### src/rtl/i2s_receiver_pkg.sv
// Shared audio constants for the I2S front end and the meter's channel branch.
package i2s_receiver_pkg;

    localparam int   AUDIO_WIDTH = 16;
    localparam int   BIT_CNT_W   = 6;
    localparam logic I2S_LEFT    = 1'b0;

    typedef enum logic {
        RX_IDLE,
        RX_ARMED
    } rx_state_e;

endpackage

### src/rtl/i2s_receiver_sync_edge_detect.sv
// Two-flop synchroniser with a history flop; flags a rising edge of the synchronised input.
module sync_edge_detect (
    input  logic clk,
    input  logic reset,
    input  logic din,
    output logic rise
);

    logic sync1, sync2, hist;

    always_ff @(posedge clk) begin
        if (!reset) begin
            sync1 <= 1'b0;
            sync2 <= 1'b0;
            hist  <= 1'b0;
        end else begin
            sync1 <= din;
            sync2 <= sync1;
            hist  <= sync2;
        end
    end

    assign rise = sync2 & ~hist;

endmodule

### src/rtl/i2s_receiver.sv
// Philips I2S stereo deserialiser oversampled on clk, presenting a valid/ready sample stream.
module i2s_receiver
    import i2s_receiver_pkg::*;
#(
    parameter int width       = AUDIO_WIDTH,
    parameter int count_width = BIT_CNT_W
) (
    input  logic             clk,
    input  logic             reset,
    input  logic             i2s_bclk,
    input  logic             i2s_lrclk,
    input  logic             i2s_data,
    output logic             o_valid,
    input  logic             o_ready,
    output logic             o_is_left,
    output logic [width-1:0] o_audio,
    output logic             o_overrun
);

    logic                   bclk_rise;
    logic [1:0]             lr_sync;
    logic [1:0]             d_sync;
    logic                   lrclk_s, data_s;
    logic                   lrclk_prev;
    rx_state_e              state;
    logic                   channel;
    logic [count_width-1:0] bit_cnt;
    logic [width-1:0]       shift;
    logic                   lr_change;
    logic                   word_done;

    sync_edge_detect u_bclk (
        .clk   (clk),
        .reset (reset),
        .din   (i2s_bclk),
        .rise  (bclk_rise)
    );

    assign lrclk_s   = lr_sync[1];
    assign data_s    = d_sync[1];
    assign lr_change = (lrclk_s != lrclk_prev);
    // The final bit of an exactly-width slot arrives on the LRCK change edge itself,
    // so completion is judged on the count alone, before the transition rearms.
    assign word_done = (state == RX_ARMED) && (bit_cnt == count_width'(width - 1));

    always_ff @(posedge clk) begin
        if (!reset) begin
            lr_sync    <= '0;
            d_sync     <= '0;
            lrclk_prev <= 1'b0;
            state      <= RX_IDLE;
            channel    <= 1'b0;
            bit_cnt    <= '0;
            shift      <= '0;
            o_valid    <= 1'b0;
            o_is_left  <= 1'b0;
            o_audio    <= '0;
            o_overrun  <= 1'b0;
        end else begin
            lr_sync   <= {lr_sync[0], i2s_lrclk};
            d_sync    <= {d_sync[0], i2s_data};
            o_overrun <= 1'b0;
            if (o_valid && o_ready)
                o_valid <= 1'b0;

            if (bclk_rise) begin
                lrclk_prev <= lrclk_s;
                if (word_done) begin
                    if (!o_valid || o_ready) begin
                        o_audio   <= {shift[width-2:0], data_s};
                        o_is_left <= (channel == I2S_LEFT);
                        o_valid   <= 1'b1;
                    end else begin
                        o_overrun <= 1'b1;
                    end
                end
                if (lr_change) begin
                    channel <= lrclk_s;
                    bit_cnt <= '0;
                    state   <= RX_ARMED;
                end else if (state == RX_ARMED && bit_cnt < count_width'(width)) begin
                    shift   <= {shift[width-2:0], data_s};
                    bit_cnt <= bit_cnt + 1'b1;
                end
            end
        end
    end

endmodule
### config.mk
export PLATFORM = sky130hd
export DESIGN_NAME = i2s_receiver
export DESIGN_NICKNAME = d
export VERILOG_FILES = /design/src/rtl/i2s_receiver_pkg.sv /design/src/rtl/i2s_receiver_sync_edge_detect.sv /design/src/rtl/i2s_receiver.sv
export SDC_FILE = /design/constraint.sdc
export NUM_CORES = 1
export LEC_CHECK = 0
export ABC_AREA = 1
export BUFFER_PORTS_ARGS = -buffer_cell sky130_fd_sc_hd__buf_2
export CAP_MARGIN = 20
export CORE_MARGIN = 2
export CORE_UTILIZATION = 57
export DETAILED_ROUTE_END_ITERATION = 10
export PLACE_DENSITY = 0.8
export SYNTH_ARGS = -nofsm -noshare
export SYNTH_HDL_FRONTEND = slang
export SYNTH_SLANG_ARGS = --single-unit
### constraint.sdc
create_clock -name clk -period 3.8 [get_ports clk]
set_input_delay 0.76 -clock clk [delete_from_list [all_inputs] [get_ports clk]]
set_output_delay 0.76 -clock clk [all_outputs]
set_load 0.1 [all_outputs]
# After elaboration in Yosys (flattened, before gate mapping)
# Index checks and enable logic that the tools add are counted.
# classes
addsub	1
n_mul	0
div_mod_pow	0
order_cmp	1
eq_ne	2
shifts	0
mux	7
bitwise_logic	4
reduce_logical	11
# ops
op	count
6-bit two-way mux	2
3-bit AND reduction	3
6-bit by 1-bit adder with 6-bit output, second input constant	1
6-bit by 4-bit == test with 1-bit output, second input constant	1
6-bit by 5-bit less-than comparator with 1-bit output, second input constant	1
1-bit two-way mux	5
2-bit AND reduction	2
1-bit logical AND	3
1-bit NOT	3
2-bit nonzero test	1
1-bit AND	1
1-bit logical NOT	1
1-bit logical OR	1
1-bit != test	1
# totals
ff_bits	50
latchBits	0
mem_bits_rw	0
mem_bits_ro	0
in_bits	6
out_inout_bits	19
wordCells	40
memories	0

# Depth between registers and ports, before layout
# Gate-level depths: netlist of the first run.
# logic_depth
ltp_word	5
depth_mapped	8
mapped_depth_nobuf	7

# Cells and area by module
# A second synthesis of the first run with hierarchy kept.
# hier_totals
hier_cells	233
area_unflattened_um2	1929.4
# modules_own_cells
mod	instances	cells_per_inst	area_per_inst_um2	seq_area_each_um2
i2s_receiver	1	222	1836.8	940.9
sync_edge_detect	1	11	92.6	60.1

# Worst setup path after synthesis of the first run
# Ideal clock, no wire load.
# synth_path
path_type	reg-to-reg
from	register o_valid
to	register o_audio[2]
setup_ns	0.064
t_arrival_ns	1.755
required_ns	3.736
setup_slack_ns	1.981
stages_incl_launch_ff	7
n_path_buf	2
cell_sequence	dfxtp_1 > nand2_1 > buf_2 > buf_2 > nand4_1 > nand2_1 > nor2_1
# synth_via
elab_chain_len	3
# synth_rtl
item	line	source
from (decl)	i2s_receiver.sv:13	output logic o_valid,
from (signal assigned)	i2s_receiver.sv:55	o_valid <= 1'b0;
from (signal assigned)	i2s_receiver.sv:64	o_valid <= 1'b0;
from (signal assigned)	i2s_receiver.sv:72	o_valid <= 1'b1;
1-bit logical NOT	i2s_receiver.sv:69	if (!o_valid || o_ready) begin
1-bit logical OR	i2s_receiver.sv:69	
3-bit AND reduction (no line)	--	
to (signal assigned)	i2s_receiver.sv:70	o_audio <= {shift[width-2:0], data_s};
to (decl)	i2s_receiver.sv:16	output logic [width-1:0] o_audio,
# Every way passes these cells.
# A chain may end at the register's enable or synchronous reset.

# Final worst setup path of the first run
# layout_path
from	register bit_cnt[5]
to	register shift[6]
# layout_via
elab_chain_len	3
# layout_rtl
item	line	source
from (decl)	i2s_receiver.sv:27	logic [count_width-1:0] bit_cnt;
from (signal assigned)	i2s_receiver.sv:83	bit_cnt <= bit_cnt + 1'b1;
6-bit by 5-bit less-than comparator with 1-bit output	i2s_receiver.sv:81	end else if (state == RX_ARMED && bit_cnt < count_width'(width)) begin
1-bit logical AND	i2s_receiver.sv:81	
3-bit AND reduction (no line)	--	
to (signal assigned)	i2s_receiver.sv:82	shift <= {shift[width-2:0], data_s};
to (decl)	i2s_receiver.sv:28	logic [width-1:0] shift;
# Every way passes these cells.

==> results of run 1 <==
[critical path: stages, from the launching register on]
cell     delay (ns)
dfxtp_1        0.34
nor2_4         0.12
nand2_2        0.09
nor2_2         0.67
nand2_2        0.37
o21ai_0        0.33
nor2_1         0.08
[stage by stage]
step                      util (%)  setup WS (ns)  instances  instance area (sq um)  power, uW
final                         63.7           1.69        368                   2330        851
after CTS                     63.7           1.70        368                   2330        856
after global routing          63.7           1.48        368                   2330        881
after detailed placement      61.6           1.63        361                   2260        575
after floorplan                  -           1.98        303                   2180        568
after global placement        61.6           1.69        361                   2260        573
[synthesized netlist by cell type (all sizes together)]
cell type	n	share of area, %
a21oi	7	1.8
buf	10	3.9
clkbuf	4	0.75
dfxtp	50	46
ha	1	0.57
inv	66	11
nand2	61	11
nand3	7	1.8
nand4	19	6.1
nor2	58	12
nor3	2	0.69
o21ai	18	4.1
[worst paths after layout]
check                  start   endpoint  slack (ns)
setup / recovery  bit_cnt[5]   shift[6]        1.69
hold / removal     d_sync[0]  d_sync[1]        0.42
setup reg to reg  bit_cnt[5]   shift[6]        1.69
hold reg to reg    d_sync[0]  d_sync[1]        0.42
[power by group through the flow]
stage | Sequential [uW] | Clock, uW | Combinational (uW)
after floorplan | 543 | 0 | 25.0
after global placement | 543 | 0 | 30.4
after detailed placement | 543 | 0 | 31.2
after CTS | 531 | 294 | 31.6
after global routing | 532 | 313 | 36.7
final | 531 | 289 | 31.4
[layout by cell type (no fill, tap or decap)]
cell,instances
a21oi_1,6
a21oi_2,1
buf_2,24
clkbuf_1,2
clkbuf_8,5
dfxtp_1,50
ha_1,1
inv_1,64
inv_2,2
nand2_1,55
nand2_2,6
nand3_1,6
nand3_2,1
nand4_1,18
nand4_4,1
nor2_1,52
nor2_2,2
nor2_4,4
nor3_1,1
nor3_2,1
o21ai_0,17
o21ai_1,1
[layer usage]
layer	GRT usage [%]	vias up	share of wire, %
met1	27.9	815	46
met2	35.1	51	47
li1	-	937	-
met5	0	-	0
met3	4.09	9	5.4
met4	10.2	0	2.1
[sequential cells by signal (all words and copies together), names as in the netlist]
| register | flops |
|---|---|
| o_is_left | 1 |
| o_valid | 1 |
| lr_sync | 2 |
| u_bclk.sync2 | 1 |
| state | 1 |
| shift | 15 |
| channel | 1 |
| lrclk_prev | 1 |
| d_sync | 2 |
| o_overrun | 1 |
| bit_cnt | 6 |
| u_bclk.hist | 1 |
| u_bclk.sync1 | 1 |
| o_audio | 16 |
[cells by family (layout without fill, tap and decap cells)]
family | Yosys count | after routing
AND/OR/NAND/NOR | 147 | 147
flip-flops | 50 | 50
buffers and inverters | 80 | 97
adder cells (fa/ha/maj) | 1 | 1
AO/OA/AOI/OAI | 25 | 25
[layout make-up]
cell class	instances	area, sq um	share of cell area (%)
inverters	66	248	10.6
well taps	48	60.1	2.58
flip-flops and latches	50	1000	42.9
multi-input cells	173	827	35.5
clock buffers	7	76.3	3.27
repair buffers	24	120	5.15
==> impl_metrics.py, run 1 <==
metrics = {
    "synthesis": {
        "synthMuxAreaShare_pct": 0,
        "synth_nets": 310,
        "netlist_area_sq_um": 2180,
        "synthAdderAreaFrac_pct": 0.575,
        "syn_avg_cell_area_sq_um": 7.19,
        "synth-xor-area-share_pct": 0,
        "yosys_warnings": 0,
        "synth_top_family_by_area": "simple AND/OR/NAND/NOR gates",
        "synthCells": 303,
        "yosys.area_share.simple_pct": 31.5,
        "yosysSeqAreaShare_pct": 46.0,
        "synth-seq-cells": 50,
        "synth-compound-area-share_pct": 5.92,
        "synth_cell_type_count": 26,
    },
    "global_route": {
        "grt_max_degree": 46,
        "overflow": 0,
        "grt_pass1_vias": 1679,
        "grt_usage_pct": 21.7,
        "grt_pass1_wl_um": 7160,
        "antenna_found_initial": 0,
    },
    "clock_network": {
        "cts.repair.resized": 0,
        "numClockSinks": 50,
        "clk_pin_slew_worst_paths_ns": 0.08,
        "clockRootBuffer": "clkbuf_8",
        "cts_buffer_depth": 2,
        "clock_latency_ns": 0.30,
        "cts_setup_buffers": 0,
        "tritoncts": "built",
        "holdBufCountCts": 0,
        "cts_buffers": 5,
        "h-tree-depth": 2,
    },
    "layout": {
        "areaGrowthSynthToFinish_pct": 7.13,
        "layout-drive-gt1-share_pct": 14.7,
        "antennaDiodeCount": 0,
        "nets": 327,
        "n_fill_cell": 337,
    },
    "power": {
        "p_int_uw": 665,
        "seqPwrFrac_pct": 62.4,
        "power_frac_clock_pct": 33.9,
        "p_comb_share_pct": 3.7,
        "power_density_nw_per_um2": 365,
        "ir_worst_vdd_mv": 0.278,
        "sw_frac_of_total_pct": 21.8,
        "power_leakage_uw": 0.00104,
        "p_sw_uw": 186,
    },
    "floorplanning": {
        "chipHeight_um": 65.8,
        "io_pins": 25,
        "die_x_um": 65.8,
        "die_area_sq_um": 4330,
        "core-area_sq_um": 3660,
        "initial_utilization_pct": 59.5,
        "rows": 22,
    },
    "job": {
        "max_cap_violations": 0,
    },
    "sta": {
        "max_freq_mhz": 473,
        "whs_ns": 0.423,
        "worst_pin_slew_ns": 0.866,
        "setup_tns_ns": 0,
        "skew_ns": 0.00408,
        "period_minus_slack_ns": 2.11,
        "fin_crit_sh_pct": 55.6,
        "setup_viol": 0,
        "rsz0062_at_grt": "false",
        "hold_viol": 0,
        "slew_headroom_pct": 42.2,
        "drv_slew": 0,
    },
    "critical_path": {
        "start_kind": "flop",
        "crit_path_max_fanout": 20,
        "critical_path_required_ns": 3.98,
        "crit_arrival_ns": 2.30,
        "critPathKind": "flop to flop",
        "setup.worst_path.end_class": "flop",
        "r2r_cells": 6,
    },
    "placement": {
        "io_buffers": 24,
        "gp_congestion": 0.772,
        "dp_hpwl_um": 2590,
    },
    "route": {
        "routed_wl_um": 4030,
        "drcViolationCount": 0,
        "dr.pass1.iters": 4,
        "ant_nets": 0,
        "detail_route.iter0.violations": 155,
        "vias": 1812,
        "wire_per_inst_um": 11.0,
        "via_per_inst": 4.92,
    },
    "run_status": {
        "status": "finished clean",
    },
    "worst_hold_path": {
        "hold_class": "flop to flop",
        "holdPathStages": 2,
    },
}
Note: power is estimated with default switching activity, not from simulation.
==> run 2: changes to the inputs <==
Clock period 3.8 ns to 2.06 ns, I/O delays scaled along.
==> run 2 against run 1 <==
  * Die area unchanged
  * Clock-buffer cell count decreased by 1
  * Design area increased by 2.4%
  * Wire length decreased by 2.7%
  * Hold slack got worse by 0.13 ns
  * Flip-flop and latch count unchanged
==> impl_metrics.py, run 2 (same netlist as run 1, synthesis figures left out) <==
metrics = {
    "sta": {
        "setup_tns_ns": 0,
        "rsz0062_at_grt": "false",
        "whs_ns": 0.289,
        "fin_crit_sh_pct": 75.9,
        "skew_ns": 0.00777,
        "hold_viol": 0,
        "slew_headroom_pct": 67.9,
        "drv_slew": 0,
        "setup_viol": 0,
        "max_freq_mhz": 639,
        "worst_pin_slew_ns": 0.485,
        "period_minus_slack_ns": 1.56,
    },
    "critical_path": {
        "r2r_cells": 7,
        "crit_path_max_fanout": 17,
        "setup.worst_path.end_class": "flop",
        "critical_path_required_ns": 2.30,
        "start_kind": "flop",
        "crit_arrival_ns": 1.80,
        "cp_top_family": "simple AND/OR/NAND/NOR gates",
        "slowest_stage": "dfxtp_1",
        "worst-path-stages": 7,
        "critPathKind": "flop to flop",
        "critPathMaxStageDelay_ns": 0.42,
        "cp_cell_sequence": "ha_1 > nand2_2 > nor2_4 > nand4_4 > nand2_1 > inv_1 > nor2_1",
        "crit_buf_inv": 1,
    },
    "clock_network": {
        "numClockSinks": 50,
        "tritoncts": "built",
        "cts_buffers": 5,
        "clock_latency_ns": 0.30,
        "h-tree-depth": 2,
        "cts_setup_buffers": 0,
        "holdBufCountCts": 0,
        "clockRootBuffer": "clkbuf_8",
        "clk_pin_slew_worst_paths_ns": 0.09,
        "cts.repair.resized": 0,
        "cts_buffer_depth": 2,
    },
    "placement": {
        "dp_hpwl_um": 2700,
        "dpl-instance-area_sq_um": 2300,
        "io_buffers": 24,
        "gp_congestion": 0.844,
    },
    "layout": {
        "final_common_cell": "inv_1",
        "final_cell_mix": "inv_1, nand2_1, nor2_1, dfxtp_1, buf_2",
        "nets": 333,
        "layout-drive-gt1-share_pct": 16.8,
        "areaGrowthSynthToFinish_pct": 9.66,
        "multi_input_comb_area_sq_um": 827,
        "largest-register": "o_audio",
        "fin_area_sq_um": 2390,
        "seq_area_sq_um": 1000,
        "reg_top3": "o_audio x16, shift x15, bit_cnt x6",
        "largest_reg_flops": 16,
        "n_fill_cell": 322,
        "antennaDiodeCount": 0,
    },
    "floorplanning": {
        "core-area_sq_um": 3660,
        "initial_utilization_pct": 59.5,
        "die_x_um": 65.8,
        "io_pins": 25,
        "die_area_sq_um": 4330,
        "rows": 22,
        "chipHeight_um": 65.8,
    },
    "job": {
        "max_cap_violations": 0,
    },
    "worst_hold_path": {
        "hold_class": "input pin to flop",
        "holdPathStages": 3,
    },
    "route": {
        "wire_per_inst_um": 10.5,
        "dr.pass1.iters": 4,
        "via_per_inst": 4.81,
        "vias": 1805,
        "detail_route.iter0.violations": 96,
        "ant_nets": 0,
        "drcViolationCount": 0,
        "routed_wl_um": 3920,
    },
    "global_route": {
        "grt_pass1_wl_um": 6870,
        "grt_usage_pct": 20.7,
        "grt_pass1_vias": 1609,
        "antenna_found_initial": 0,
        "overflow": 0,
        "grt_max_degree": 22,
    },
    "run_status": {
        "status": "finished clean",
    },
    "power": {
        "power_uw": 1590,
        "power_density_nw_per_um2": 667,
        "power_leakage_uw": 0.00107,
        "ir_worst_vdd_mv": 0.479,
    },
}
run 2: cell types whose count changed in the layout (fill, tap and decap cells not counted), sizes merged:
| cell | change |
|---|---|
| clkinv | +2 |
| clkbuf | -1 |
| buf | +6 |
run 2: path summary, 6_finish.rpt:
path | start | to | slack [ns]
min reg2reg | u_bclk.sync1 | u_bclk.sync2 | 0.42
min | i2s_data | d_sync[0] | 0.29
max | bit_cnt[0] | o_audio[10] | 0.50
max reg2reg | bit_cnt[0] | o_audio[10] | 0.50
run 2: tightest hold or removal path: cells and delay by family:
kind / cells / cell delay, ns
buf+inv: 2 / 0.12
simple gates: 1 / 0.04
run 2: metrics by stage:
step	util (%)	worst slack (ns)	cells
after global routing	65.2	0.290	375
final	65.2	0.495	375
after floorplan	-	0.241	303
after CTS	65.2	0.499	375
after global placement	62.9	0.550	367
after detailed placement	62.9	0.508	367
run 2: area by class of cell:
| cell class | instances | share of cell area, % |
|---|---|---|
| repair buffers | 30 | 6.92 |
| clock buffers | 6 | 3.04 |
| well taps | 48 | 2.52 |
| clock inverters | 2 | 0.577 |
| multi-input cells | 173 | 34.6 |
| flip-flops and latches | 50 | 41.9 |
| inverters | 66 | 10.4 |
run 2: power breakdown:
part	internal, uW	switching [uW]	total, uW
Clock	240	313	553
Combinational	20.9	39.5	60.4
Sequential	974	5.32	980
run 2: layer usage:
metal | GRT usage, % | share of wire, % | up-vias
met5 | 0 | 0 | -
met4 | 10.4 | 1.8 | 0
met3 | 4.60 | 4.5 | 8
met2 | 32.4 | 47 | 37
met1 | 26.9 | 47 | 806
li1 | - | - | 954
==> run 3: changes to the inputs <==
Clock period 2.06 ns to 1.6 ns, I/O delays scaled along.
==> run 3 against run 2 <==
  * Combinational power up 36%
  * Cell count increased by 1.1%
  * Global-route usage is 1.4 points lower
  * Critical path depth unchanged
  * Non-clock buffer count increased by 2
  * First-iteration DRC count rose by 27%
  * Critical endpoint is now o_audio[6]
==> impl_metrics.py, run 3 (same netlist as run 1, synthesis figures left out) <==
metrics = {
    "floorplanning": {
        "chipHeight_um": 65.8,
        "initial_utilization_pct": 59.5,
        "die_area_sq_um": 4330,
        "rows": 22,
        "core-area_sq_um": 3660,
        "die_x_um": 65.8,
        "io_pins": 25,
    },
    "critical_path": {
        "start_kind": "flop",
        "crit_arrival_ns": 1.75,
        "setup.worst_path.end_class": "flop",
        "critical_path_required_ns": 1.85,
        "critPathKind": "flop to flop",
        "crit_path_max_fanout": 5,
    },
    "global_route": {
        "grtUsageMet2_pct": 33.0,
        "met3_usage_pct": 4.09,
        "grt.busiest_layer": "met2",
        "grt_max_degree": 34,
        "grt_pass1_vias": 1549,
        "grt_use_met1_pct": 23.4,
        "overflow": 0,
        "antenna_found_initial": 0,
        "grt_pass1_wl_um": 6450,
        "grt_usage_pct": 19.3,
    },
    "power": {
        "ir_worst_vdd_mv": 0.738,
        "power_density_nw_per_um2": 862,
        "power_uw": 2130,
        "power_leakage_uw": 0.00109,
    },
    "route": {
        "via_per_inst": 4.77,
        "detail_route.iter0.violations": 122,
        "drcViolationCount": 0,
        "ant_nets": 0,
        "routed_wl_um": 4180,
        "dr.pass1.iters": 4,
        "vias": 1807,
        "wire_per_inst_um": 11.0,
    },
    "layout": {
        "areaGrowthSynthToFinish_pct": 13.3,
        "final_common_cell": "inv_1",
        "reg_top3": "o_audio x16, shift x15, bit_cnt x6",
        "n_fill_cell": 310,
        "final_cell_mix": "inv_1, nand2_1, nor2_1, dfxtp_1, buf_2",
        "fin_area_sq_um": 2470,
        "nets": 337,
        "largest-register": "o_audio",
        "antennaDiodeCount": 0,
        "instances_no_fill": 379,
        "largest_reg_flops": 16,
        "layout-drive-gt1-share_pct": 19.0,
    },
    "clock_network": {
        "cts_setup_buffers": 0,
        "cts.repair.resized": 0,
        "clk_pin_slew_worst_paths_ns": 0.10,
        "cts_buffers": 5,
        "holdBufCountCts": 0,
        "numClockSinks": 50,
        "clock_latency_ns": 0.30,
        "cts_buffer_depth": 2,
        "h-tree-depth": 2,
        "clockRootBuffer": "clkbuf_8",
        "tritoncts": "built",
    },
    "sta": {
        "fin_crit_sh_pct": 93.9,
        "worst_slack_ns": 0.0977,
        "setup_tns_ns": 0,
        "setup_viol": 0,
        "rsz0062_at_grt": "false",
        "drv_slew": 0,
        "hold_viol": 0,
        "max_freq_mhz": 666,
        "slew_headroom_pct": 67.5,
        "worst_pin_slew_ns": 0.491,
        "period_minus_slack_ns": 1.50,
        "skew_ns": 0.0109,
    },
    "placement": {
        "io_buffers": 24,
        "dp_hpwl_um": 2610,
        "gp_congestion": 0.901,
        "dp_slack_ns": 0.156,
        "dp_cells": 369,
        "dpl-instance-area_sq_um": 2330,
    },
    "run_status": {
        "status": "finished clean",
    },
    "worst_hold_path": {
        "hold_class": "input pin to flop",
    },
    "job": {
        "max_cap_violations": 0,
    },
}
## run 3: cell types whose count changed in the layout (fill, tap and decap cells not counted), sizes merged
cell	change
buf	+2
inv	+1
clkinv	-2
clkinvlp	+1
nand4	+2
## run 3: final cells by class
class	instances	area [sq um]	area share [%]
Tap cell	48	60.1	2.44
Timing Repair Buffer	32	193	7.81
Clock inverter	2	16.3	0.660
Clock buffer	6	82.6	3.35
Multi-Input combinational cell	175	863	35.0
Inverter	66	248	10.0
Sequential cell	50	1000	40.7
## run 3: worst max-delay path, cell delays in order, from the launching register on
cell     delay, ns
dfxtp_1       0.38
ha_1          0.20
nand2_2       0.08
nor2_4        0.24
nand4_2       0.25
nand2_1       0.14
inv_1         0.05
nor2_1        0.10
## run 3: per-stage QoR
step	util (%)	hold slack [ns]
floorplan	-	0.390
global placement	63.6	0.396
detailed placement	63.6	0.402
CTS	66.3	0.190
global route	67.4	0.205
finish	67.4	0.194
## run 3: worst paths after layout
check,start,end,slack [ns],cells past startpoint
setup / recovery,bit_cnt[1],o_audio[6],0.1,7
hold / removal,i2s_data,d_sync[0],0.19,3
setup reg to reg,bit_cnt[1],o_audio[6],0.1,7
hold reg to reg,d_sync[0],d_sync[1],0.42,2
## run 3: layer usage
metal	share of wire [%]	routed length, um
met3	3.9	164
met4	2.4	99
met5	0	0
met1	46	1940
met2	47	1980
## run 3: where the power goes
| group | switching, uW | internal [uW] | leakage [uW] | total (uW) |
|---|---|---|---|---|
| logic | 53.4 | 28.9 | 0.000641 | 82.4 |
| registers | 6.65 | 1250 | 0.000405 | 1260 |
| clock network | 425 | 356 | 0.0000478 | 782 |
| total | 486 | 1640 | 0.00109 | 2130 |
